===== config.mk =====
export PLATFORM = sky130hd
export DESIGN_NAME = gpio_input_capture
export DESIGN_NICKNAME = d
export VERILOG_FILES = /design/src/rtl/gpio_capture_pkg.sv /design/src/rtl/gpio_capture_pad.sv /design/src/rtl/gpio_input_capture.sv
export SDC_FILE = /design/constraint.sdc
export NUM_CORES = 1
export LEC_CHECK = 0
export BUFFER_PORTS_ARGS = -buffer_cell sky130_fd_sc_hd__clkbuf_2
export CORE_ASPECT_RATIO = 0.75
export CORE_UTILIZATION = 59
export DETAILED_ROUTE_END_ITERATION = 7
export PLACE_DENSITY = 0.9
export REMOVE_ABC_BUFFERS = 1
export SYNTH_ARGS = -nofsm -noshare
export SYNTH_HDL_FRONTEND = slang
export SYNTH_SLANG_ARGS = --single-unit
export TNS_END_PERCENT = 5

===== constraint.sdc =====
create_clock -name clk -period 2.4 [get_ports clk]
set_input_delay 0.48 -clock clk [delete_from_list [all_inputs] [get_ports clk]]
set_output_delay 0.48 -clock clk [all_outputs]
set_load 0.02 [all_outputs]

===== src/rtl/gpio_capture_pkg.sv =====
// Shared constants for the GPIO input capture block: register word indices
// and debounce counter sizing.
package gpio_capture_pkg;

  localparam logic [2:0] LEVEL_LO   = 3'd0;
  localparam logic [2:0] LEVEL_HI   = 3'd1;
  localparam logic [2:0] RISE_EN_LO = 3'd2;
  localparam logic [2:0] RISE_EN_HI = 3'd3;
  localparam logic [2:0] FALL_EN_LO = 3'd4;
  localparam logic [2:0] FALL_EN_HI = 3'd5;
  localparam logic [2:0] STATUS_LO  = 3'd6;
  localparam logic [2:0] STATUS_HI  = 3'd7;

  localparam int DEB_CNT_W  = 2;
  localparam int DEB_THRESH = 3;

endpackage


===== src/rtl/gpio_capture_pad.sv =====
// Per-pad capture slice: sync chain, optional debounce filter (GPIO_CAPTURE_DEBOUNCE_EN),
// filtered level and single-cycle rise/fall edge pulses.
module gpio_capture_pad
  import gpio_capture_pkg::*;
#(
  parameter int SYNC_STAGES = 2
) (
  input  logic clk,
  input  logic resetb,
  input  logic pad_in,
  input  logic prime,
  input  logic primed,
`ifdef GPIO_CAPTURE_DEBOUNCE_EN
  input  logic tick,
`endif
  output logic lvl,
  output logic rise,
  output logic fall
);

  logic [SYNC_STAGES-1:0] sync_q;
  logic                   synced;
  logic                   lvl_q, lvl_d;
  logic                   lvl_prev_q, lvl_prev_d;

  assign synced = sync_q[SYNC_STAGES-1];

`ifdef GPIO_CAPTURE_DEBOUNCE_EN
  logic [DEB_CNT_W-1:0] cnt_q, cnt_d;

  // Prime bypasses the filter; afterwards a change must survive DEB_THRESH ticks.
  always_comb begin
    lvl_d = lvl_q;
    cnt_d = cnt_q;
    if (prime) begin
      lvl_d = synced;
      cnt_d = '0;
    end else if (primed && tick) begin
      if (synced != lvl_q) begin
        if (cnt_q == DEB_CNT_W'(DEB_THRESH - 1)) begin
          lvl_d = synced;
          cnt_d = '0;
        end else begin
          cnt_d = cnt_q + 1'b1;
        end
      end else begin
        cnt_d = '0;
      end
    end
  end

  always_ff @(posedge clk or negedge resetb) begin
    if (!resetb) cnt_q <= '0;
    else         cnt_q <= cnt_d;
  end
`else
  always_comb begin
    lvl_d = (prime || primed) ? synced : lvl_q;
  end
`endif

  // On the prime cycle both level registers load together so no edge is seen.
  assign lvl_prev_d = prime ? synced : lvl_q;

  always_ff @(posedge clk or negedge resetb) begin
    if (!resetb) begin
      sync_q     <= '0;
      lvl_q      <= 1'b0;
      lvl_prev_q <= 1'b0;
    end else begin
      sync_q     <= {sync_q[SYNC_STAGES-2:0], pad_in};
      lvl_q      <= lvl_d;
      lvl_prev_q <= lvl_prev_d;
    end
  end

  assign lvl  = lvl_q;
  assign rise = lvl_q & ~lvl_prev_q;
  assign fall = ~lvl_q & lvl_prev_q;

endmodule


===== src/rtl/gpio_input_capture.sv =====
// GPIO input capture top: prime sequencing, optional debounce prescaler
// (GPIO_CAPTURE_DEBOUNCE_EN), enable/status registers, register bus and irq.
module gpio_input_capture
  import gpio_capture_pkg::*;
#(
  parameter int NPADS       = 44,
  parameter int SYNC_STAGES = 2,
  parameter int DEB_DIV     = 1000
) (
  input  logic              clk,
  input  logic              resetb,
  input  logic [NPADS-1:0]  gpio_in,
  input  logic [2:0]        reg_addr,
  input  logic [31:0]       reg_wdata,
  input  logic              reg_we,
  input  logic              reg_re,
  output logic [31:0]       reg_rdata,
  output logic              reg_ready,
  output logic              irq
);

  localparam int HIW = NPADS - 32;
  localparam int PW  = $clog2(SYNC_STAGES + 1);

  if (NPADS < 33 || NPADS > 64)        begin : g_bad_npads $error("NPADS out of range"); end
  if (SYNC_STAGES < 2)                 begin : g_bad_sync  $error("SYNC_STAGES below 2"); end
  if (DEB_DIV < 2 || DEB_DIV > 65535)  begin : g_bad_div   $error("DEB_DIV out of range"); end

  logic [PW-1:0]    prime_cnt_q;
  logic             primed_q;
  logic             prime;
  logic [NPADS-1:0] lvl, rise, fall;
  logic [NPADS-1:0] rise_en_q, rise_en_d;
  logic [NPADS-1:0] fall_en_q, fall_en_d;
  logic [NPADS-1:0] status_q, status_d;
  logic [NPADS-1:0] clr;
  logic [63:0]      lvl64, rise64, fall64, stat64;
  logic [31:0]      rdata_q, rdata_d;
  logic             ready_q;
  logic             irq_q;

  // Down-counter covering the sync chain fill; prime fires once it reaches zero.
  assign prime = !primed_q && (prime_cnt_q == '0);

  always_ff @(posedge clk or negedge resetb) begin
    if (!resetb) begin
      prime_cnt_q <= PW'(SYNC_STAGES);
      primed_q    <= 1'b0;
    end else begin
      if (prime_cnt_q != '0) prime_cnt_q <= prime_cnt_q - 1'b1;
      if (prime)             primed_q    <= 1'b1;
    end
  end

`ifdef GPIO_CAPTURE_DEBOUNCE_EN
  logic [15:0] presc_q;
  logic        tick;

  assign tick = (presc_q == 16'd0);

  always_ff @(posedge clk or negedge resetb) begin
    if (!resetb)   presc_q <= 16'(DEB_DIV - 1);
    else if (tick) presc_q <= 16'(DEB_DIV - 1);
    else           presc_q <= presc_q - 16'd1;
  end
`endif

  for (genvar i = 0; i < NPADS; i++) begin : g_pad
    gpio_capture_pad #(
      .SYNC_STAGES(SYNC_STAGES)
    ) u_pad (
      .clk    (clk),
      .resetb (resetb),
      .pad_in (gpio_in[i]),
      .prime  (prime),
      .primed (primed_q),
`ifdef GPIO_CAPTURE_DEBOUNCE_EN
      .tick   (tick),
`endif
      .lvl    (lvl[i]),
      .rise   (rise[i]),
      .fall   (fall[i])
    );
  end

  always_comb begin
    rise_en_d = rise_en_q;
    fall_en_d = fall_en_q;
    clr       = '0;
    if (reg_we) begin
      case (reg_addr)
        RISE_EN_LO: rise_en_d[31:0]       = reg_wdata;
        RISE_EN_HI: rise_en_d[NPADS-1:32] = reg_wdata[HIW-1:0];
        FALL_EN_LO: fall_en_d[31:0]       = reg_wdata;
        FALL_EN_HI: fall_en_d[NPADS-1:32] = reg_wdata[HIW-1:0];
        STATUS_LO:  clr[31:0]             = reg_wdata;
        STATUS_HI:  clr[NPADS-1:32]       = reg_wdata[HIW-1:0];
        default: ;
      endcase
    end
    // Set is OR'd in after the clear so a same-cycle edge wins over W1C.
    status_d = (status_q & ~clr) | (rise & rise_en_q) | (fall & fall_en_q);
  end

  assign lvl64  = 64'(lvl);
  assign rise64 = 64'(rise_en_q);
  assign fall64 = 64'(fall_en_q);
  assign stat64 = 64'(status_q);

  always_comb begin
    rdata_d = rdata_q;
    if (reg_re) begin
      case (reg_addr)
        LEVEL_LO:   rdata_d = lvl64[31:0];
        LEVEL_HI:   rdata_d = lvl64[63:32];
        RISE_EN_LO: rdata_d = rise64[31:0];
        RISE_EN_HI: rdata_d = rise64[63:32];
        FALL_EN_LO: rdata_d = fall64[31:0];
        FALL_EN_HI: rdata_d = fall64[63:32];
        STATUS_LO:  rdata_d = stat64[31:0];
        default:    rdata_d = stat64[63:32];
      endcase
    end
  end

  always_ff @(posedge clk or negedge resetb) begin
    if (!resetb) begin
      rise_en_q <= '0;
      fall_en_q <= '0;
      status_q  <= '0;
      rdata_q   <= '0;
      ready_q   <= 1'b0;
      irq_q     <= 1'b0;
    end else begin
      rise_en_q <= rise_en_d;
      fall_en_q <= fall_en_d;
      status_q  <= status_d;
      rdata_q   <= rdata_d;
      ready_q   <= reg_we | reg_re;
      irq_q     <= |(status_q & (rise_en_q | fall_en_q));
    end
  end

  assign reg_rdata = rdata_q;
  assign reg_ready = ready_q;
  assign irq       = irq_q;

endmodule

==> metrics.yaml <==
gr-total-overflow: 0
clockRootBuffer: "clkbuf_16"
dp_hpwl_um: 21400
hold_path_class: "in -> reg"
clk_pin_slew_ns: 0.07
wirelength_um: 34400
grt_start_max_net_pins: 77
htreeDepth: 1
die_h_um: 135
cts_tree: "done"
path_cells: "inv_1 -> ha_1 -> nor2_4 -> buf_4 -> mux2_2"
worstPathRequired_ns: 2.84
synth_commonest_cells: "344 x dfrtp_1, 153 x mux2_2, 133 x nand2_1, 56 x o21ai_0, 50 x a22oi_1"
seq_area_frac_synth_pct: 61.7
yosysTopAreaCell: "dfrtp_1"
syn_to_final_growth_pct: 16.2
final_hold_viol_count: 0
ff2ff_setup_slack_ns: 0.48
status: "finished, violations left"
synth.area.top_cells: "dfrtp_1 61%, mux2_2 12%, nand2_1 3.6%, mux2_4 3.2%, a22oi_1 2.7%"
fin_nets: 1277
p_leak_nw: 7.07
grt_pass1_wl_um: 54800
cts_resized: 0
synth_seq_cells: 345
power_density_nw_per_um2: 896
synth.most_common_cell: "dfrtp_1"
crit_type: "reg -> reg"
vias: 9754
fp.dieArea_sq_um: 24400
grt.total_usage_pct: 29.0
hold_start: "gpio_in[29]"
rsz0062_at_grt: "no"
ir_drop_uv: 690
syn_area_sq_um: 14000
fin_tns_setup_ns: 0
start_util_pct: 60.6
core-area_sq_um: 23100
fmax_mhz: 520
synth_ff_type: "dfrtp_1"
cp-end-kind: "flop"
synth_top_area_share_pct: 61.5
cp_max_fo: 25
finalSetupViolCount: 0
ant_nets: 0
drt_iter0_drc: 1068
violations: "design-rule violations"
synth_edf_count: 0
min_path_cells: 1
yosys_warnings: 0
worstPathArrival_ns: 2.36
worstSkewPairLatency_ns: 0.56
fin_crit_sh_pct: 80.1
startpoint_type: "flop"
cts_buffers: 31
final_util_pct: 70.4
cap_violations: 0
die_w_um: 180
timing.final.ws_setup_ns: 0.478
antenna_found_initial: 2
drc: 18
numClockSinks: 345
drive_gt1_share_pct: 33.8
io_pins: 117
worst_pin_slew_ns: 0.602
r2r_end: "g_pad[6].u_pad.lvl"
relSlewSlack_pct: 59.9
reg2reg_depth: 5
max_stage_delay_ns: 0.52
timing.hold.ws_ns: 0.0178
first_pass_iters: 8
core.rowCount: 48
min_to: "g_pad[29].u_pad.sync_q[0]"
preCtsSetupSlack_ns: 0.315
avgViaCountPerCell: 6.43
max-clock-path-buffers: 3
async_flop_share_pct: 100
cp_slowest_cell: "dfstp_2"
synth_cells: 1059
finalClockSkew_ns: 0.0150
wl_per_cell_um: 22.7
gp_congestion: 0.861
drv_slew: 0
reg2reg_from: "prime_cnt_q[1]"
avgSynthCellArea_sq_um: 13.2
port_buffers: 116
ys_types: 42
first_global_vias: 10000
min_period_ns: 1.92
-- worst max-delay path by stage --
stage | startpoint | to
after floorplan | prime_cnt_q[1] | g_pad[0].u_pad.lvl
after CTS | prime_cnt_q[1] | g_pad[40].u_pad.lvl
after global routing | prime_cnt_q[1] | g_pad[40].u_pad.lvl
final | prime_cnt_q[1] | g_pad[6].u_pad.lvl
after global placement | reg_addr[0] | fall_en_q[0]
after detailed placement | reg_addr[2] | fall_en_q[31]
-- final cells by class --
cell class / count / area [sq um]
fillers: 1439 / 6850
well taps: 300 / 375
multi-input cells: 646 / 5020
inverters: 15 / 56.3
clock buffers: 39 / 856
repair buffers: 154 / 1020
flip-flops and latches: 345 / 8630
clock inverters: 17 / 313
diodes: 1 / 2.50
-- critical path: cells and delay by family, from the launching register on --
family | cells | cell delay [ns]
multiplexers | 1 | 0.39
adder cells (fa/ha/maj) | 1 | 0.27
buffers and inverters | 2 | 0.46
AND/OR/NAND/NOR | 1 | 0.14
flip-flops | 1 | 0.52
-- registers in the layout, summed over array words and instances (netlist names) --
signal and flops:
reg_ready 1, g_pad.u_pad.sync_q 88, g_pad.u_pad.lvl 44, rise_en_q 44, fall_en_q 44, g_pad.u_pad.lvl_prev_q 44
status_q 44, reg_rdata 32, irq 1, prime_cnt_q 2, primed_q 1
-- what timing repair did --
action	4_1_cts	5_1_grt
setup buffers	0	0
endpoints found under the hold margin	66	0
hold buffers	1	0
endpoints found under the setup margin	0	0
-- cells in the final DEF, fill, tap and decap left out, drive strengths merged --
cell type,n
a21o,7
a22oi,50
a31oi,20
and2,4
and4,1
and4b,1
buf,38
bufinv,9
clkbuf,154
clkinv,7
clkinvlp,1
dfrtp,344
dfstp,1
diode,1
dlygate4sd3,1
ha,1
inv,15
mux2,188
mux2i,1
mux4,7
nand2,133
nand2b,2
nand3,1
nand3b,44
nand4,11
nand4b,2
nor2,29
nor2b,8
nor3,2
nor3b,1
nor4,2
o211ai,44
o21ai,56
o221a,5
o221ai,5
o22ai,19
or2,1
xnor2,1
-- stage by stage --
stage / total power, mW / instance area, sq um / cells
global placement: 8.79 / 15100 / 1459
CTS: 14.6 / 16300 / 1516
detailed placement: 8.93 / 15100 / 1459
finish: 14.6 / 16300 / 1517
global route: 15.1 / 16300 / 1516
floorplan: 8.09 / 13700 / 1006
-- per-layer routing --
layer / part of all wire, % / global-route usage, % / routed length (um) / up-vias
met5: 0.032 / 0 / 11 / -
met4: 3.3 / 10.5 / 1120 / 2
met3: 9.6 / 6.32 / 3300 / 110
met2: 48 / 47.3 / 16400 / 582
met1: 39 / 38.9 / 13500 / 4957
li1: - / - / - / 4103
-- power by group --
| part | internal [mW] | switching, mW | total [mW] |
|---|---|---|---|
| registers | 6.49 | 0.655 | 7.15 |
| clock network | 3.48 | 2.16 | 5.64 |
| logic | 0.876 | 0.918 | 1.79 |
| total | 10.8 | 3.74 | 14.6 |
-- kinds of logic (layout without fill, tap and decap cells) --
family / after synthesis / in the layout / synth area share [%]
compound gates: 206 / 206 / 9.87
xor+xnor: 1 / 1 / 0.0626
fa+ha+maj: 1 / 1 / 0.0893
buf+inv: 68 / 225 / 2.63
flops: 345 / 345 / 61.7
mux: 196 / 196 / 17.1
other cells: 0 / 1 / 0
simple gates: 242 / 242 / 8.57
(Power assumes the default switching activity.)
